**src/rtl/shift_pkg.sv**
```systemverilog
// Shared encodings for the mode-controlled shift register and its command sequencer.
// The op codes double as the register's M input, so a captured op can drive M directly.
package shift_pkg;

    localparam logic [1:0] OP_HOLD     = 2'b00;
    localparam logic [1:0] OP_LOAD     = 2'b01;
    localparam logic [1:0] OP_ROTATE   = 2'b10;
    localparam logic [1:0] OP_SHIFT_IN = 2'b11;

    localparam logic [1:0] S_IDLE = 2'b00;
    localparam logic [1:0] S_RUN  = 2'b01;
    localparam logic [1:0] S_DONE = 2'b10;

endpackage

```
**src/rtl/seq_cnt.sv**
```systemverilog
// Loadable down counter with a zero flag; it saturates at zero instead of wrapping.
module seq_cnt #(
    parameter int CNT_W = 4
) (
    input  logic             clk,
    input  logic             reset,
    input  logic             load_i,
    input  logic [CNT_W-1:0] value_i,
    input  logic             dec_i,
    output logic             zero_o
);

    logic [CNT_W-1:0] count_q;
    logic [CNT_W-1:0] count_d;

    always_comb begin
        count_d = count_q;
        if (load_i) begin
            count_d = value_i;
        end else if (dec_i && (count_q != '0)) begin
            count_d = count_q - CNT_W'(1);
        end
    end

    always_ff @(posedge clk or negedge reset) begin
        if (!reset) begin
            count_q <= '0;
        end else begin
            count_q <= count_d;
        end
    end

    assign zero_o = (count_q == '0);

endmodule

```
**src/rtl/shift_seq.sv**
```systemverilog
// Command sequencer for the 4-bit mode-controlled shift register: one command per handshake,
// driving M, D and SI for the requested number of cycles, then a single-cycle done pulse.
module shift_seq
    import shift_pkg::*;
#(
    parameter int WIDTH = 4,
    parameter int CNT_W = 4
) (
    input  logic             clk,
    input  logic             reset,
    input  logic             cmd_valid,
    output logic             cmd_ready,
    input  logic [1:0]       cmd_op,
    input  logic [CNT_W-1:0] cmd_count,
    input  logic [WIDTH-1:0] cmd_data,
    output logic [1:0]       M,
    output logic [WIDTH-1:0] D,
    output logic             SI,
    output logic             busy,
    output logic             done
);

    logic [1:0]       state_q, state_d;
    logic [1:0]       op_q, op_d;
    logic [WIDTH-1:0] data_q, data_d;
    logic [CNT_W-1:0] bitIdx_q, bitIdx_d;
    logic [1:0]       M_q, M_d;
    logic [WIDTH-1:0] D_q, D_d;
    logic             SI_q, SI_d;
    logic             busy_q, busy_d;
    logic             done_q, done_d;

    logic [CNT_W-1:0] effCount;
    logic             cntLoad;
    logic [CNT_W-1:0] cntLoadVal;
    logic             cntDec;
    logic             cntZero;
    logic             nextSerialBit;

    seq_cnt #(
        .CNT_W(CNT_W)
    ) u_cnt (
        .clk    (clk),
        .reset  (reset),
        .load_i (cntLoad),
        .value_i(cntLoadVal),
        .dec_i  (cntDec),
        .zero_o (cntZero)
    );

    assign effCount      = (cmd_op == OP_LOAD) ? CNT_W'(1) : cmd_count;
    // Bits beyond the data word are sent as zeros, so the masked lookup is gated by the index range.
    assign nextSerialBit = (int'(bitIdx_q) < WIDTH) && (|(data_q & (WIDTH'(1) << bitIdx_q)));

    always_comb begin
        state_d    = state_q;
        op_d       = op_q;
        data_d     = data_q;
        bitIdx_d   = bitIdx_q;
        M_d        = OP_HOLD;
        D_d        = D_q;
        SI_d       = 1'b0;
        busy_d     = 1'b0;
        done_d     = 1'b0;
        cntLoad    = 1'b0;
        cntLoadVal = effCount - CNT_W'(1);
        cntDec     = 1'b0;

        case (state_q)
            S_IDLE: begin
                if (cmd_valid) begin
                    op_d   = cmd_op;
                    data_d = cmd_data;
                    busy_d = 1'b1;
                    if (effCount == '0) begin
                        state_d = S_DONE;
                        done_d  = 1'b1;
                    end else begin
                        // The first operation cycle is presented straight from the accepting edge.
                        state_d  = S_RUN;
                        M_d      = cmd_op;
                        cntLoad  = 1'b1;
                        bitIdx_d = CNT_W'(1);
                        if (cmd_op == OP_LOAD) begin
                            D_d = cmd_data;
                        end
                        if (cmd_op == OP_SHIFT_IN) begin
                            SI_d = cmd_data[0];
                        end
                    end
                end
            end
            S_RUN: begin
                busy_d = 1'b1;
                if (cntZero) begin
                    state_d = S_DONE;
                    done_d  = 1'b1;
                end else begin
                    cntDec   = 1'b1;
                    M_d      = op_q;
                    bitIdx_d = bitIdx_q + CNT_W'(1);
                    if (op_q == OP_SHIFT_IN) begin
                        SI_d = nextSerialBit;
                    end
                end
            end
            S_DONE: begin
                state_d = S_IDLE;
            end
            default: begin
                state_d = S_IDLE;
            end
        endcase
    end

    always_ff @(posedge clk or negedge reset) begin
        if (!reset) begin
            state_q  <= S_IDLE;
            op_q     <= OP_HOLD;
            data_q   <= '0;
            bitIdx_q <= '0;
            M_q      <= OP_HOLD;
            D_q      <= '0;
            SI_q     <= 1'b0;
            busy_q   <= 1'b0;
            done_q   <= 1'b0;
        end else begin
            state_q  <= state_d;
            op_q     <= op_d;
            data_q   <= data_d;
            bitIdx_q <= bitIdx_d;
            M_q      <= M_d;
            D_q      <= D_d;
            SI_q     <= SI_d;
            busy_q   <= busy_d;
            done_q   <= done_d;
        end
    end

    assign cmd_ready = (state_q == S_IDLE);
    assign M         = M_q;
    assign D         = D_q;
    assign SI        = SI_q;
    assign busy      = busy_q;
    assign done      = done_q;

endmodule

```
**config.mk**
```make
export PLATFORM = sky130hd
export DESIGN_NAME = shift_seq
export DESIGN_NICKNAME = d
export VERILOG_FILES = /design/src/rtl/shift_pkg.sv /design/src/rtl/seq_cnt.sv /design/src/rtl/shift_seq.sv
export SDC_FILE = /design/constraint.sdc
export NUM_CORES = 1
export LEC_CHECK = 0
export BUFFER_PORTS_ARGS = -buffer_cell sky130_fd_sc_hd__buf_4
export CAP_MARGIN = 20
export CORE_MARGIN = 5
export CORE_UTILIZATION = 40
export CTS_CLUSTER_DIAMETER = 200
export DETAILED_ROUTE_END_ITERATION = 16
export PLACE_DENSITY = 0.63
export REMOVE_ABC_BUFFERS = 1
export SLEW_MARGIN = 10
export SYNTH_ARGS = -nofsm -noshare
export SYNTH_HDL_FRONTEND = slang
export SYNTH_SLANG_ARGS = --single-unit
export TNS_END_PERCENT = 100
```
**constraint.sdc**
```tcl
create_clock -name clk -period 2.9 [get_ports clk]
set_clock_uncertainty 0.1 [all_clocks]
set_input_delay 0.145 -clock clk [delete_from_list [all_inputs] [get_ports clk]]
set_output_delay 0.145 -clock clk [all_outputs]
set_load 0.01 [all_outputs]
```
Word level (Yosys, flattened, before mapping) --
Index checks and enable logic that the tools add are counted.
Word-level totals: register bits 25, logic and storage cells 70, input port bits 13, output and inout port bits 10
Cells by class: equality and inequality tests 8, bitwise operators 2, shifts and indexed selects 1, $add $sub $neg 3, muxes and demuxes 32, reductions and logical operators 13, $lt $le $gt $ge 1
Operator list (number):
- $mux W4 | 6
- $mux W1 | 14
- $mux W2 | 6
- $logic_not A4 Y1 | 2
- $ne A2 B2 Y1 const B | 4
- $pmux W2 S2 | 2
- $pmux W4 S2 | 1
- $reduce_and A4 Y1 | 2
- $sub A4 B1 Y4 const B | 2
- $pmux W1 S2 | 3
- $add A4 B1 Y4 const B | 1
- $and A4 B4 Y4 | 1
- $eq A2 B1 Y1 const B | 2
- $eq A2 B2 Y1 const B | 2
- $lt A4 B3 Y1 const B | 1
- $reduce_and A2 Y1 | 2
- $reduce_bool A2 Y1 | 2
- $reduce_bool A4 Y1 | 1
- $reduce_or A4 Y1 | 1
- $shl A1 B4 Y4 const A | 1
- $logic_and A1 B1 Y1 | 2
- $logic_not A2 Y1 | 1
- $not A1 Y1 | 1

Longest topological paths before layout --
Gate-level depths: netlist of run 1.
word-level depth 7, depth in mapped cells 9, depth with buffers taken out 7

By module --
A second synthesis of run 1 with hierarchy kept.
Unflattened totals: cells, all modules 105, area, all modules 1236.2 µm²
By module, submodules not included:
- shift_seq | cells an instance 78, times used 1, area each 965.9 µm², seq. area each 525.5 µm²
- seq_cnt | cells an instance 27, times used 1, area each 270.3 µm², seq. area each 100.1 µm²

Least setup slack after synthesis of run 1 --
Ideal clock, no wire load.
path type reg2reg, from register state_q[1], to register u_cnt.count_q[2], arrival 1.788 ns, path buffers 1, clock period less this slack 2.008 ns, cell stages (with the launch flop) 9, data required time 2.680 ns, setup time 0.120 ns, slack 0.892 ns, cell sequence dfrtp_1 -> buf_6 -> nor3b_4 -> o31ai_2 -> a22oi_1 -> ha_1 -> nand3b_1 -> o221ai_1 -> a31o_1
Between the ends: word-level cells in the longest chain between the ends 4, elaborated cells on any way between the ends 7, those cells by class eq/ne: 1; mux: 3; reduce/logical: 3
Ends and longest elaborated chain:
- from (decl) | line shift_seq.sv:23 | logic [1:0] state_q, state_d;
- from (signal assigned) | line shift_seq.sv:128 | state_q <= state_d;
- $eq A2 B1 Y1 | line shift_seq.sv:69 | case (state_q)
- $mux W1 | line shift_seq.sv:69
- $logic_and A1 B1 Y1 | line seq_cnt.sv:20 | end else if (dec_i && (count_q != '0)) begin
- $reduce_bool A2 Y1 (no line)
- to (signal assigned) | line seq_cnt.sv:29 | count_q <= count_d;
- to (decl) | line seq_cnt.sv:13 | logic [CNT_W-1:0] count_q;
Several ways; a longest one is shown, not always the timed one. A chain may end at the register's enable or synchronous reset.

Worst setup path in the final report of run 1 --
from input cmd_count[3], to register u_cnt.count_q[2]
Between the ends: word-level cells in the longest chain between the ends 6, elaborated cells on any way between the ends 7, those cells by class mux: 5; reduce/logical: 2
Ends and longest elaborated chain:
- from (decl) | line shift_seq.sv:14 | input logic [CNT_W-1:0] cmd_count,
- $mux W4 (*) | line shift_seq.sv:51 | assign effCount = (cmd_op == OP_LOAD) ? CNT_W'(1) : cmd_count;
- $logic_not A4 Y1 (*) | line shift_seq.sv:75 | if (effCount == '0) begin
- $mux W1 (*) | line shift_seq.sv:75
- $mux W1 (*) | line shift_seq.sv:71 | if (cmd_valid) begin
- $mux W1 (*) | line shift_seq.sv:69
- $mux W4 or $reduce_bool A2 Y1 (tied branches)
Mark *: on every way between the ends. The rest lies on a longest branch, timed or not.

==> impl_results.md, run 1 <==
* Yosys top cell area share at 52.6%
* Required time of the critical path at 3060 ps
* Initial antenna violation count at 0
* DIE HEIGHT at 64.5 um
* Register bit total from synthesis at 25
* # nets final at 157
* Sequential fraction of the synthesis area at 52.6%
* Met2 usage in global routing at 20.4%
* Startpoint Class: input pin
* Total track usage at 12.2%
* Post-DP HPWL at 1.82 mm
* Syn Area/Cell at 10.9 um^2
* Max Slew Vio Count at 0
* Via count of the first global-routing pass at 898
* Most common cell in the netlist: nand2_1
* Async set-or-reset flop fraction in the synthesized netlist at 100%
* Number of CTS-inserted buffers at 3
* Dominant cells by area after synthesis: dfrtp_1, nand2_1, mux2_2
* Leakage at 0.697 nW
* CP endpoint kind: flop
* Finished Layout Cells at 172
* Dominant cell type by area after synthesis: dfrtp_1
* Worst reg-to-reg setup slack at 610 ps
* DR WL/cell at 14.2 um
* Layout cells sized above 1 at 29.8%
* FP Rows at 19
* DR vias at 925
* Unrepaired setup endpoints after global routing: false
* Pin count of the biggest net entering global routing at 26
* Min Hold Slack at 3.66 ps
* CTS Root Cell: clkbuf_4
* First-pass GRT wire length at 4.06 mm
* Primary FF master, synth: dfrtp_1
* Peak supply drop at 0.461 mV
* Syn Std Cell Area at 1190 um^2
* Post-Route WL at 2.44 mm
* Reg clk slew, reported paths at 130 ps
* Hold Path Class: input pin to flop
* Slew HR at 59.0%
* Layout area overhead at 24.8%
* Gp weighted congestion at 0.865
* Clk Latency, worst-skew pair at 320 ps
* Core Region at 2810 um^2
* Mapped Cells at 109
* Hold Fails Final Rpt at 0
* Most frequent cells after synthesis: nand2_1, dfrtp_1, nor2_1, o21ai_0, mux2_2
* Die X at 64.5 um
* FMAX at 415 MHz
* DIE AREA at 4170 um^2
* CP Class: input pin to flop
* Ant. Diodes at 0
* Final Util at 52.9%
* Synthesis Warnings at 0
* DRT Pass-1 Iters at 4
* DRC viols at 0
* # IOs at 23
* Crit path max fanout at 8
* Setup TNS at 0 ps
* CTS Sinks at 25
* Initial core utilization at 42.4%
* Final worst-path cycle share at 83.1%
* Grt met3 use at 3.11%
* Max-Cap Viols at 0
* CP Data Arrival Time at 2570 ps
* Outcome: finished clean
* Global route overflow at 0
* Filler Cell Count at 249
* Via-to-Cell Ratio at 5.38
* Worst-Margin Slew at 612 ps
* CTS tree: done
* Quantity of gates resized following cts at 0
* Fin crit period at 2410 ps
* Power Total at 1.43 mW
* Routed Antenna Nets at 0
* Inst Count DP at 160
* Synth unique cells at 37
* 1st-iter DRT viols at 32
* Met1 usage at 15.9%
* Most Crowded Layer GR: met2
* Number of enable flip-flop cells after synthesis at 0
* # H-tree levels at 1
* # setup viols final at 0
* Pwr/cell area at 965 nW/um^2
* Clock Path Buffers at 2
* Port bufs at 22
## worst max-delay path, stage by stage
cell and delay, ps:
dlygate4sd3_1 540, buf_4 140, or3_4 350, o31ai_2 520, a22oi_1 210, ha_1 260, nand3b_1 160, o221ai_1 100
a31o_1 130
## path summary, 6_finish.rpt
check / startpoint / to / cells after the start
setup reg to reg: state_q[1] / u_cnt.count_q[2] / 7
max in group asynchronous: reset / u_cnt.count_q[0] / 2
hold / removal: cmd_op[1] / SI / 3
hold reg to reg: data_q[2] / data_q[2] / 2
setup / recovery: cmd_count[3] / u_cnt.count_q[2] / 9
min in group asynchronous: reset / SI / 2
## placed cells by master, fill, tap and decap left out, types with 2 or more instances in the layout
cell type      instances
nand2_1               28
dfrtp_1               25
buf_4                 22
dlygate4sd3_1          8
nor2_1                 6
o21ai_0                5
mux2_2                 4
a21oi_1                3
clkbuf_4               3
nand3b_1               2
nand3_1                2
inv_1                  2
a31o_1                 2
mux2i_1                2
o21ai_1                2
ha_1                   2
## power by group
| part | internal, mW | switching, mW |
|---|---|---|
| logic | 0.317 | 0.329 |
| clock network | 0.0516 | 0.0994 |
| registers | 0.507 | 0.129 |
| total | 0.876 | 0.558 |
## what timing repair did
item	in CTS	in global routing
setup endpoints to repair	0	0
hold buffers	8	0
hold endpoints to repair	37	0
setup buffers	0	0
## area by class of cell
class	count	area, um^2	area share (%)
Inverter	3	11.3	0.758
Clock inverter	1	5.00	0.337
Multi-Input combinational cell	79	537	36.1
Tap cell	31	38.8	2.61
Clock buffer	3	22.5	1.52
Sequential cell	25	626	42.1
Timing Repair Buffer	30	245	16.5
## stage by stage
step,cell area (um^2),worst slack [ps]
2_1_floorplan,1170,912
3_3_place_gp,1380,784
3_5_place_dp,1380,666
4_1_cts,1490,536
5_1_grt,1490,445
6_report,1490,491
## cell families after synthesis
logic type,Yosys count,synth area share [%]
simple gates,49,22.6
flops,25,52.6
compound gates,21,13.0
mux,7,7.36
buf+inv,5,2.31
fa+ha+maj,2,2.10
## flip-flops by register name, summed over array words and instances (netlist names)
name           flops
D                  4
M                  2
SI                 1
bitIdx_q           4
busy               1
data_q             4
done               1
op_q               2
state_q            2
u_cnt.count_q      4
## per-layer routing
metal,vias to the layer above,wire (um)
met4,0,25
met5,-,0
met1,443,1090
met2,27,1190
met3,4,129
li1,451,-
No activity file was read; power rests on OpenSTA's default activity.
==> run 2: changes to the inputs <==
--- a/config.mk
+++ b/config.mk
@@ -11,7 +11,7 @@
 export CORE_UTILIZATION = 40
 export CTS_CLUSTER_DIAMETER = 200
 export DETAILED_ROUTE_END_ITERATION = 16
-export PLACE_DENSITY = 0.63
+export PLACE_DENSITY = 0.65
 export REMOVE_ABC_BUFFERS = 1
 export SLEW_MARGIN = 10
 export SYNTH_ARGS = -nofsm -noshare
==> constraint.sdc (replaced) <==
create_clock -name clk -period 2.2 [get_ports clk]
set_clock_uncertainty 0.1 [all_clocks]
set_input_delay 0.11 -clock clk [delete_from_list [all_inputs] [get_ports clk]]
set_output_delay 0.11 -clock clk [all_outputs]
set_load 0.01 [all_outputs]
==> impl_results.md, run 2 (same netlist as run 1, synthesis figures left out) <==
* Slew HR at 71.0%
* Most common cell after layout, fill and taps aside: nand2_1
* R2r worst-path depth at 8
* Via count of the first global-routing pass at 938
* Initial antenna violation count at 0
* Layout area overhead at 29.1%
* Gp weighted congestion at 0.836
* Post-DP HPWL at 1.93 mm
* CP endpoint kind: flop
* # setup viols final at 0
* Hold Path Origin: cmd_count[0]
* DRC viols at 0
* Number of CTS-inserted buffers at 3
* CTS Sinks at 25
* Worst stage delay on the critical path at 530 ps
* Worst-Margin Slew at 432 ps
* Outcome: finished clean
* Clock Path Buffers at 2
* Max Slew Vio Count at 0
* FMAX at 484 MHz
* Hold Fails Final Rpt at 0
* CP delay by family, top: buffers and inverters
* # nets final at 163
* CTS tree: done
* DRT Pass-1 Iters at 4
* Unrepaired setup endpoints after global routing: false
* First-pass GRT wire length at 4.48 mm
* CTS Root Cell: clkbuf_4
* Most frequent cells in the layout: nand2_1, dfrtp_1, buf_4, dlygate4sd3_1, nor2_1
* Startpoint Class: input pin
* Reg-to-Reg End: u_cnt.count_q[2]
* Min Hold Slack at 72.1 ps
* DIE AREA at 4170 um^2
* Cells along the critical path: dlygate4sd3_1, buf_4, or3_4, o31ai_2, a21boi_1, ha_1, nand3b_1, o221ai_1, a31o_1
* Final worst-path cycle share at 93.9%
* Post-CTS Setup Bufs at 0
* Crit path max fanout at 3
* Reg clk slew, reported paths at 130 ps
* Peak supply drop at 0.578 mV
* # H-tree levels at 1
* Post-Route WL at 2.61 mm
* Total track usage at 13.8%
* Layout cells sized above 1 at 29.9%
* Max-Cap Viols at 0
* DR WL/cell at 14.7 um
* Hold depth at 4
* CP Class: input pin to flop
* Fin crit period at 2070 ps
* Core Region at 2810 um^2
* Worst path bufs/invs at 2
* Ant. Diodes at 0
* Slowest CP cell: dlygate4sd3_1
* Global route overflow at 0
* Routed Antenna Nets at 0
* Hold Path Class: input pin to flop
* Worst Hold Endpoint: done
* Initial core utilization at 42.4%
* DR vias at 938
* Clk Latency, worst-skew pair at 310 ps
* Pwr/cell area at 1260 nW/um^2
* Worst reg-to-reg setup slack at 200 ps
* Worst R2R Start: state_q[1]
* Setup TNS at 0 ps
* 1st-iter DRT viols at 47
* DIE HEIGHT at 64.5 um
* Pin count of the biggest net entering global routing at 26
* Leakage at 0.723 nW
* Port bufs at 22
* CP Data Arrival Time at 2220 ps
* Via-to-Cell Ratio at 5.27
* Die X at 64.5 um
* FP Rows at 19
* Required time of the critical path at 2360 ps
* # IOs at 23
run 2: metal layers:
metal  up-vias  GRT usage [%]  part of all wire [%]
li1        462              -                     -
met1       447           19.2                    47
met2        27           21.9                    48
met3         2           2.07                   4.9
met4         0           5.28                  0.77
met5         -              0                     0
run 2: final cells by class:
cell class,instances,area [um^2]
fill,258,1270
sequential,25,626
multi-input combinational,79,537
timing repair buffer,36,298
tap,31,38.8
clock buffer,4,26.3
inverter,3,11.3
run 2: metrics by stage:
stage	cells	area [um^2]	setup slack (ps)	power, mW	utilization [%]
3_5_place_dp	163	1400	205	1.73	49.9
4_1_cts	178	1540	137	1.94	54.8
6_report	178	1540	134	1.93	54.8
5_1_grt	178	1540	23.3	2.08	54.8
3_3_place_gp	163	1400	307	1.70	49.9
2_1_floorplan	107	1170	212	1.38	-
run 2: worst register-to-register path: cells and delay by family, from the launching register on:
kind / cells / cell delay, ps
adders and majority gates: 1 / 230
AOI/OAI and AO/OA: 4 / 660
buffers and inverters: 1 / 180
DFF: 1 / 520
and+or+nand+nor: 2 / 220
run 2: worst max path at each step:
stage,from,cells past startpoint,end
after floorplan,state_q[1],7,u_cnt.count_q[2]
after global placement,state_q[0],8,u_cnt.count_q[2]
after detailed placement,state_q[1],8,u_cnt.count_q[2]
after CTS,cmd_count[2],9,u_cnt.count_q[2]
after global routing,cmd_count[2],9,u_cnt.count_q[2]
final,cmd_count[2],9,u_cnt.count_q[2]
run 2: power breakdown:
part	switching, mW	leakage [nW]	total (mW)	internal, mW
Sequential	0.170	0.310	0.839	0.669
Combinational	0.445	0.398	0.888	0.444
Clock	0.130	0.0150	0.201	0.0708
run 2: what timing repair did:
item | in CTS | in global routing
hold buffers | 11 | 0
gates resized for setup | 0 | 0
hold endpoints to repair | 40 | 0
